===== src/rtl/rf_wport_sched_pkg.sv =====
`default_nettype none
// ============================================================================
// Module   : rf_wport_sched_pkg
// Brief    : Shared register-file constants and the write-request entry type.
// Revision : 1.0 - initial release
// ============================================================================
package rf_wport_sched_pkg;

   localparam int              REG_AW   = 5;
   localparam int              NUM_REGS = 32;
   localparam logic [REG_AW-1:0] REG_ZERO = 5'd0;
   localparam int              RF_DW    = 32;

   typedef struct packed {
      logic [REG_AW-1:0] rd;
      logic [RF_DW-1:0]  data;
   } wreq_t;

endpackage
`default_nettype wire


===== src/rtl/rf_wbuf_fifo.sv =====
`default_nettype none
// ============================================================================
// Module   : rf_wbuf_fifo
// Brief    : DEPTH-entry FIFO of write requests; push and pop may coincide.
// Revision : 1.0 - initial release
// ============================================================================
module rf_wbuf_fifo
   import rf_wport_sched_pkg::*;
#(
   parameter int  DEPTH   = 2,
   parameter type ENTRY_T = wreq_t
) (
   input  logic   clk,
   input  logic   rst,
   input  logic   push,
   input  ENTRY_T wdata,
   input  logic   pop,
   output ENTRY_T rdata,
   output logic   full,
   output logic   empty
);

   localparam int AW = $clog2(DEPTH);

   ENTRY_T         r_mem [DEPTH];
   logic [AW-1:0]  r_wptr;
   logic [AW-1:0]  r_rptr;
   logic [AW:0]    r_cnt;

   // Pointers wrap naturally because DEPTH is a power of two.
   always_ff @(posedge clk or posedge rst) begin
      if (rst) begin
         r_wptr <= '0;
         r_rptr <= '0;
         r_cnt  <= '0;
      end else begin
         if (push) r_wptr <= r_wptr + 1'b1;
         if (pop)  r_rptr <= r_rptr + 1'b1;
         case ({push, pop})
            2'b10:   r_cnt <= r_cnt + 1'b1;
            2'b01:   r_cnt <= r_cnt - 1'b1;
            default: r_cnt <= r_cnt;
         endcase
      end
   end

   always_ff @(posedge clk) begin
      if (push) r_mem[r_wptr] <= wdata;
   end

   assign rdata = r_mem[r_rptr];
   assign full  = (r_cnt == (AW+1)'(DEPTH));
   assign empty = (r_cnt == '0);

endmodule
`default_nettype wire


===== src/rtl/rf_wport_sched.sv =====
`default_nettype none
// ============================================================================
// Module   : rf_wport_sched
// Brief    : Shares the single RF write port between WB and buffered MDU
//            results; tracks MDU destinations and guards against starvation.
//            Optional macro RFSCHED_PERF_EN adds stall/hold perf counters.
// Revision : 1.0 - initial release
// ============================================================================
module rf_wport_sched
   import rf_wport_sched_pkg::*;
#(
   parameter int DEPTH    = 2,
   parameter int MAX_WAIT = 4,
   parameter int DW       = 32
) (
   input  logic              clk,
   input  logic              rst,
   input  logic              wb_we,
   input  logic [REG_AW-1:0] wb_rd,
   input  logic [DW-1:0]     wb_data,
   input  logic              mdu_valid,
   input  logic [REG_AW-1:0] mdu_rd,
   input  logic [DW-1:0]     mdu_data,
   output logic              mdu_ready,
   input  logic              iss_valid,
   input  logic [REG_AW-1:0] iss_rd,
   input  logic [REG_AW-1:0] dec_rs,
   input  logic [REG_AW-1:0] dec_rt,
   input  logic [REG_AW-1:0] dec_r3,
   output logic              dec_stall,
   output logic              wb_hold,
   output logic              rf_we,
   output logic [REG_AW-1:0] rf_wadd,
   output logic [DW-1:0]     rf_wdata
`ifdef RFSCHED_PERF_EN
   ,
   output logic [31:0]       perf_stall_cnt,
   output logic [31:0]       perf_hold_cnt
`endif
);

   localparam int WCW = $clog2(MAX_WAIT + 1);

   typedef struct packed {
      logic [REG_AW-1:0] rd;
      logic [DW-1:0]     data;
   } ent_t;

   ent_t                w_push_ent;
   ent_t                w_head;
   logic                w_full;
   logic                w_empty;
   logic                w_push;
   logic                w_pop;
   logic                w_pop_hold;
   logic                w_wb_win;
   logic                w_inc;
   logic                w_set;
   logic [NUM_REGS-1:0] w_busy_nxt;
   logic [NUM_REGS-1:0] r_busy;
   logic [WCW-1:0]      r_wait_cnt;
   logic                r_hold_q;

   assign w_push_ent = '{rd: mdu_rd, data: mdu_data};

   rf_wbuf_fifo #(
      .DEPTH   (DEPTH),
      .ENTRY_T (ent_t)
   ) u_wbuf (
      .clk   (clk),
      .rst   (rst),
      .push  (w_push),
      .wdata (w_push_ent),
      .pop   (w_pop),
      .rdata (w_head),
      .full  (w_full),
      .empty (w_empty)
   );

   assign mdu_ready  = !w_full;
   assign w_push     = !rst && mdu_valid && !w_full && (mdu_rd != REG_ZERO);

   // A held cycle forces the buffer head out; the frozen WB re-presents later.
   assign w_pop_hold = r_hold_q && !w_empty;
   assign w_wb_win   = !rst && !w_pop_hold && wb_we && (wb_rd != REG_ZERO);
   assign w_pop      = !rst && !w_empty && !w_wb_win;

   assign rf_we    = w_wb_win || w_pop;
   assign rf_wadd  = w_pop ? w_head.rd   : (w_wb_win ? wb_rd   : '0);
   assign rf_wdata = w_pop ? w_head.data : (w_wb_win ? wb_data : '0);
   assign wb_hold  = r_hold_q;

   assign dec_stall = r_busy[dec_rs] | r_busy[dec_rt] | r_busy[dec_r3]
                    | (iss_valid & r_busy[iss_rd]);

   assign w_set = iss_valid && !dec_stall && (iss_rd != REG_ZERO);
   assign w_inc = !w_empty && w_wb_win;

   always_comb begin
      w_busy_nxt = r_busy;
      if (w_pop) w_busy_nxt[w_head.rd] = 1'b0;
      if (w_set) w_busy_nxt[iss_rd]    = 1'b1;
      w_busy_nxt[0] = 1'b0;
   end

   always_ff @(posedge clk or posedge rst) begin
      if (rst) begin
         r_busy     <= '0;
         r_wait_cnt <= '0;
         r_hold_q   <= 1'b0;
      end else begin
         r_busy   <= w_busy_nxt;
         r_hold_q <= w_inc && (r_wait_cnt == WCW'(MAX_WAIT - 1));
         if (w_pop || w_empty) r_wait_cnt <= '0;
         else if (w_inc)       r_wait_cnt <= r_wait_cnt + 1'b1;
      end
   end

`ifdef RFSCHED_PERF_EN
   always_ff @(posedge clk or posedge rst) begin
      if (rst) begin
         perf_stall_cnt <= '0;
         perf_hold_cnt  <= '0;
      end else begin
         if (dec_stall && (perf_stall_cnt != '1)) perf_stall_cnt <= perf_stall_cnt + 1'b1;
         if (r_hold_q  && (perf_hold_cnt  != '1)) perf_hold_cnt  <= perf_hold_cnt  + 1'b1;
      end
   end
`endif

endmodule
`default_nettype wire


===== config.mk =====
export PLATFORM = sky130hd
export DESIGN_NAME = rf_wport_sched
export DESIGN_NICKNAME = d
export VERILOG_FILES = /design/src/rtl/rf_wport_sched_pkg.sv /design/src/rtl/rf_wbuf_fifo.sv /design/src/rtl/rf_wport_sched.sv
export SDC_FILE = /design/constraint.sdc
export NUM_CORES = 1
export LEC_CHECK = 0
export CORE_MARGIN = 4
export CORE_UTILIZATION = 45
export DETAILED_ROUTE_END_ITERATION = 6
export PLACE_DENSITY = 0.74
export SLEW_MARGIN = 5
export SYNTH_ARGS = -nofsm -noshare
export SYNTH_HDL_FRONTEND = slang
export SYNTH_SLANG_ARGS = --single-unit

===== constraint.sdc =====
create_clock -name clk -period 7.7 [get_ports clk]
set_input_delay 1.54 -clock clk [delete_from_list [all_inputs] [get_ports clk]]
set_output_delay 1.54 -clock clk [all_outputs]
set_load 0.01 [all_outputs]

Word-level counts from Yosys, hierarchy flattened

Memory sizes are Yosys's and may differ from the RTL's.
Cells that the tools add are included.

Flip-flop bits (word level): 39
Memory bits (writable): 74
Bits of input ports: 99
Output and inout port bits: 41
Word-level logic and storage cells: 82
Memories kept: 1

Add/sub/neg operators: 5
$lt $le $gt $ge: 7
Equal/unequal tests: 4
Mux-type cells: 23
Bitwise logic cells: 7
Reduce and logical (&&, ||, !) cells: 29

Memory list:

| memory       | depth | width | rd ports | clocked after memory_dff | wr ports | RTL line           | RTL |
|---|---|---|---|---|---|---|---|
| u_wbuf.r_mem | 2     | 37    | 1        | 0                        | 1        | rf_wbuf_fifo.sv:25 | `ENTRY_T r_mem [DEPTH];` |

Operator list:

| operator            | number |
|---|---|
| $mux 32             | 4 |
| $and 32x32->32      | 1 |
| $not 32->32         | 1 |
| $or 32x32->32       | 1 |
| $lt 5x6->1 const B  | 5 |
| $bmux 1 s5          | 4 |
| $logic_and 1x1->1   | 15 |
| $reduce_bool 5->1   | 3 |
| $demux 1 s5         | 2 |
| $ge 5x1->1 const B  | 2 |
| $mux 5              | 2 |
| $mux 1              | 8 |
| $logic_not 1->1     | 6 |
| $mux 3              | 2 |
| $eq 2x2->1 const B  | 2 |
| $pmux 2 s2          | 1 |
| $reduce_bool 2->1   | 2 |
| $add 3x1->3 const B | 1 |
| $eq 3x2->1 const B  | 1 |
| $or 1x1->1          | 3 |
| $add 1x1->1 const B | 2 |
| $add 2x1->2 const B | 1 |
| $eq 2x1->1 const B  | 1 |
| $logic_not 2->1     | 1 |
| 3 further kinds     | 4 |

Longest topological paths before layout

Word-level depth: 12
Mapped depth: 10
Mapped depth without buffers: 8

By module

From an unflattened synthesis, not the netlist that was laid out.

Cells, all modules: 455
Area, all modules: 6062.1 µm²

Modules (own cells, without submodules):

| module         | instances | cells an instance | area an instance (µm²) | seq. area each (µm²) |
|---|---|---|---|---|
| rf_wport_sched | 1         | 323               | 3121.7                 | 875.8 |
| rf_wbuf_fifo   | 1         | 132               | 2940.3                 | 2322.2 |

Worst setup path after synthesis

No wires, ideal clock.

Path type: in2out
Start point: input rst
End point: output rf_wdata[23]
Arrival time: 3543 ps
Required time: 6160 ps
Setup slack: 2617 ps
Stages on the path: 6
Buffers on the path: 2
Cells stage by stage: inv_1 > o21ai_0 > o21bai_1 > clkbuf_1 > clkbuf_1 > o21ai_1

Cells in the longest elaborated chain, start to end: 7
Elaborated cells between the ends (all ways): 9
Classes of those cells: mux (2); reduce/logical (7)

RTL lines:

| item                            | RTL line             | RTL |
|---|---|---|
| start: declaration              | rf_wport_sched.sv:17 | `input logic rst,` |
| $logic_not 1->1 (no line) (*)   | -                    |  |
| $logic_and 1x1->1 (3 in series) | rf_wport_sched.sv:85 | `assign w_wb_win = !rst && !w_pop_hold && wb_we && (wb_rd != REG_ZERO);` |
| $logic_not 1->1                 | rf_wport_sched.sv:86 | `assign w_pop = !rst && !w_empty && !w_wb_win;` |
| $logic_and 1x1->1               | rf_wport_sched.sv:86 |  |
| $mux 32 (*)                     | rf_wport_sched.sv:90 | `assign rf_wdata = w_pop ? w_head.data : (w_wb_win ? wb_data : '0);` |
| end: declaration                | rf_wport_sched.sv:34 | `output logic [DW-1:0] rf_wdata` |

Every way passes the cells marked *; elsewhere a longest branch is shown, timed or not.

Worst setup path after layout

Start point: input iss_rd[1]
End point: output dec_stall

Cells in the longest elaborated chain, start to end: 4

RTL lines:

| item                         | RTL line             | RTL |
|---|---|---|
| start: declaration           | rf_wport_sched.sv:26 | `input logic [REG_AW-1:0] iss_rd,` |
| $bmux 1 s5                   | rf_wport_sched.sv:94 | `\| (iss_valid & r_busy[iss_rd]);` |
| $mux 1 (not written as such) | rf_wport_sched.sv:94 |  |
| $and 1x1->1                  | rf_wport_sched.sv:94 |  |
| $or 1x1->1                   | rf_wport_sched.sv:94 |  |
| end: declaration             | rf_wport_sched.sv:30 | `output logic dec_stall,` |

Every way passes these cells. The select of a mux whose other input is x is not followed.

==> reports/metrics.cfg <==
[status]
outcome=finished clean

[synth]
syn-cell-area_um2=6330
avgSynthCellArea_um2=11.9
yosysSeqAreaShare=0.506
ys_types=56
postSynthCellCount=532
ys_ff_latch=113
synth_edf_count=74
synth_ff_type=edfxtp_1
yosys_warnings=0
synthArstFlopShare=0.345
synth.top_cell.area_share=0.351
synth_nets=634
synth_area_leaders=edfxtp_1, dfrtp_1, mux2i_1
yosysTopAreaCell=edfxtp_1

[floorplanning]
die_area_um2=16000
num_rows=43
chipHeight_um=127
ios=140
die_w_um=127
start_util=0.458
core-area_um2=13800

[clock_network]
clkTransAtPathRegs_ps=50
htreeDepth=4
clock-sinks=113
clkLatencyLatePin_ps=410
ctsHoldBuffers=0
cts_setup_buffers=0
numCtsBuffers=17
cts_buffer_depth=2
cts-root-buf=clkbuf_16
cts_tree=built
post_cts_resize_count=0

[power_and_ir_drop]
ir_drop_uv=165
clockPowerShare=0.277
p_sw_frac=0.358
switching_power_uw=965
power.internal_mw=1.73
sequentialPowerShare=0.381
p_leak_nw=3.09
p_comb_frac=0.342
pwr_density_cell_nw_per_um2=321

[layout]
multiInputGateArea_um2=2930
fin_util=0.608
seqCellArea_um2=3200
fill_cells=1075
final_cell_mix=clkdlybuf4s50_1, edfxtp_1, nand2_1
fin_area_um2=8410
antenna_cells=0
nets=761
area_growth_pct=32.9
layout_commonest_cell=clkdlybuf4s50_1
drive_above_1_share=0.122

[sta]
post-route-period-util=0.828
rsz0062_at_grt=no
setup_tns_ps=0
period_needed_ps=6370
whs_ps=552
setup_slack_ps=1330
setup_viol_count_final=0
skew_ps=7.89
final-max-slew-violation-count=0
relSlewSlack=0.264
hold_violations=0
max_freq_ghz=0.157
tightestPinTransition_ps=1100

[place]
globalplace.congestion=0.938
placed_area_um2=7830
dp_hpwl_mm=13.1
port_buffers=139
pre_cts_slack_ps=1350

[detailed_routing]
wl_per_cell_um=21.3
drt_wl_total_mm=18.1
drc=0
drt_iter0_drc=289
drt_pre_antenna_iters=4
postRouteAntennaNets=0
num_vias=5059
vias_per_cell=5.94

[global_route]
grt_max_degree=48
antenna_found_initial=0
grt_pass1_vias=5359
grt_util_all_layers=0.230
overflow=0
grt_pass1_wl_mm=28.8

[worst_setup_path]
critPathMaxFanout=32
worst-setup-path-type=in -> out
setup.worst_path.end_class=output pin
startpoint_type=input port
cp.required_ps=6160
cp.arrival_ps=4830
ff2ff_path_depth=6

[flow_run]
maxCapViolations=0

[min_path]
hp-class=reg -> reg
worstHoldPathCells=2

[synth_stat cells (2+ instances only)]
| cell | count |
|---|---|
| a2111oi_0 | 5 |
| a211oi_1 | 2 |
| a21oi_1 | 6 |
| a22o_1 | 2 |
| a22oi_1 | 3 |
| a311oi_1 | 3 |
| a31oi_1 | 2 |
| a32o_1 | 3 |
| a32oi_1 | 2 |
| and2_1 | 2 |
| buf_1 | 4 |
| buf_2 | 8 |
| buf_6 | 4 |
| clkbuf_1 | 20 |
| dfrtp_1 | 39 |
| edfxtp_1 | 74 |
| ha_1 | 3 |
| inv_1 | 13 |
| mux2_1 | 4 |
| mux2_2 | 3 |
| mux2i_1 | 53 |
| mux4_2 | 17 |
| nand2_1 | 54 |
| nand2b_1 | 7 |
| nand3_1 | 6 |
| nand3b_1 | 11 |
| nand4_1 | 3 |
| nor2_1 | 17 |
| nor2b_1 | 15 |
| nor3_1 | 7 |
| nor3b_1 | 3 |
| o2111ai_1 | 2 |
| o21ai_0 | 48 |
| o21ai_1 | 26 |
| o2bb2ai_1 | 2 |
| o31ai_1 | 7 |
| o41ai_1 | 2 |
| o41ai_2 | 22 |
| or2_1 | 3 |
| or3_1 | 3 |
| or3b_1 | 3 |
| or4_1 | 2 |
| xnor2_1 | 4 |
[final cells by class]
type / instances / area share
clock buffers: 19 / 0.0515
multi-input cells: 370 / 0.349
clock inverters: 13 / 0.0167
flip-flops and latches: 113 / 0.381
repair buffers: 144 / 0.170
inverters: 13 / 0.00581
well taps: 180 / 0.0268
[cells by family after synthesis]
logic type | share of synthesized area
DFF | 0.506
buffers and inverters | 0.0354
muxes | 0.157
xor gates and xnor gates | 0.00692
adders and majority gates | 0.00593
and+or+nand+nor | 0.113
AOI/OAI and AO/OA | 0.176
[state kept, by name (all words and copies together) (netlist names)]
name,flops
u_wbuf.r_cnt,2
u_wbuf.r_wptr,1
wb_hold,1
r_busy,31
u_wbuf.r_mem,74
r_wait_cnt,3
u_wbuf.r_rptr,1
[worst paths after layout]
check / slack [ps] / end / startpoint
max: 1330 / dec_stall / iss_rd[1]
min: 550 / r_wait_cnt[1]$_DFFE_PP0P_ / r_wait_cnt[1]$_DFFE_PP0P_
max reg2reg: 5060 / r_busy[19]$_DFF_PP0_ / r_busy[7]$_DFF_PP0_
min reg2reg: 550 / r_wait_cnt[1]$_DFFE_PP0P_ / r_wait_cnt[1]$_DFFE_PP0P_
max in group asynchronous: 5620 / u_wbuf.r_rptr$_DFFE_PP0P_ / rst
min in group asynchronous: 1700 / r_wait_cnt[2]$_DFFE_PP0P_ / rst
[worst max-delay path, cell delays in order]
cell	delay, ps
clkdlybuf4s50_1	1030
mux2_1	380
a2bb2oi_1	170
nor3b_1	70
or3_1	300
or3_1	360
buf_4	270
a21o_1	240
clkdlybuf4s50_1	470
[metrics by stage]
stage	std cells	power [mW]
finish	852	2.70
global route	852	2.83
CTS	852	2.70
detailed placement	820	1.95
global placement	820	1.92
floorplan	532	1.56
[power by group through the flow]
stage	Combinational [mW]	Sequential [mW]	Clock, mW
detailed placement	0.920	1.03	0
CTS	0.925	1.02	0.756
finish	0.922	1.03	0.748
floorplan	0.657	0.901	0
global placement	0.899	1.02	0
global route	1.00	1.03	0.790
[layer usage]
metal | routed length [um] | global-route usage
met1 | 7410 | 0.287
met2 | 8530 | 0.364
met3 | 1430 | 0.0762
met4 | 768 | 0.106
met5 | 0 | 0
Power figures use the tool's default switching activity.
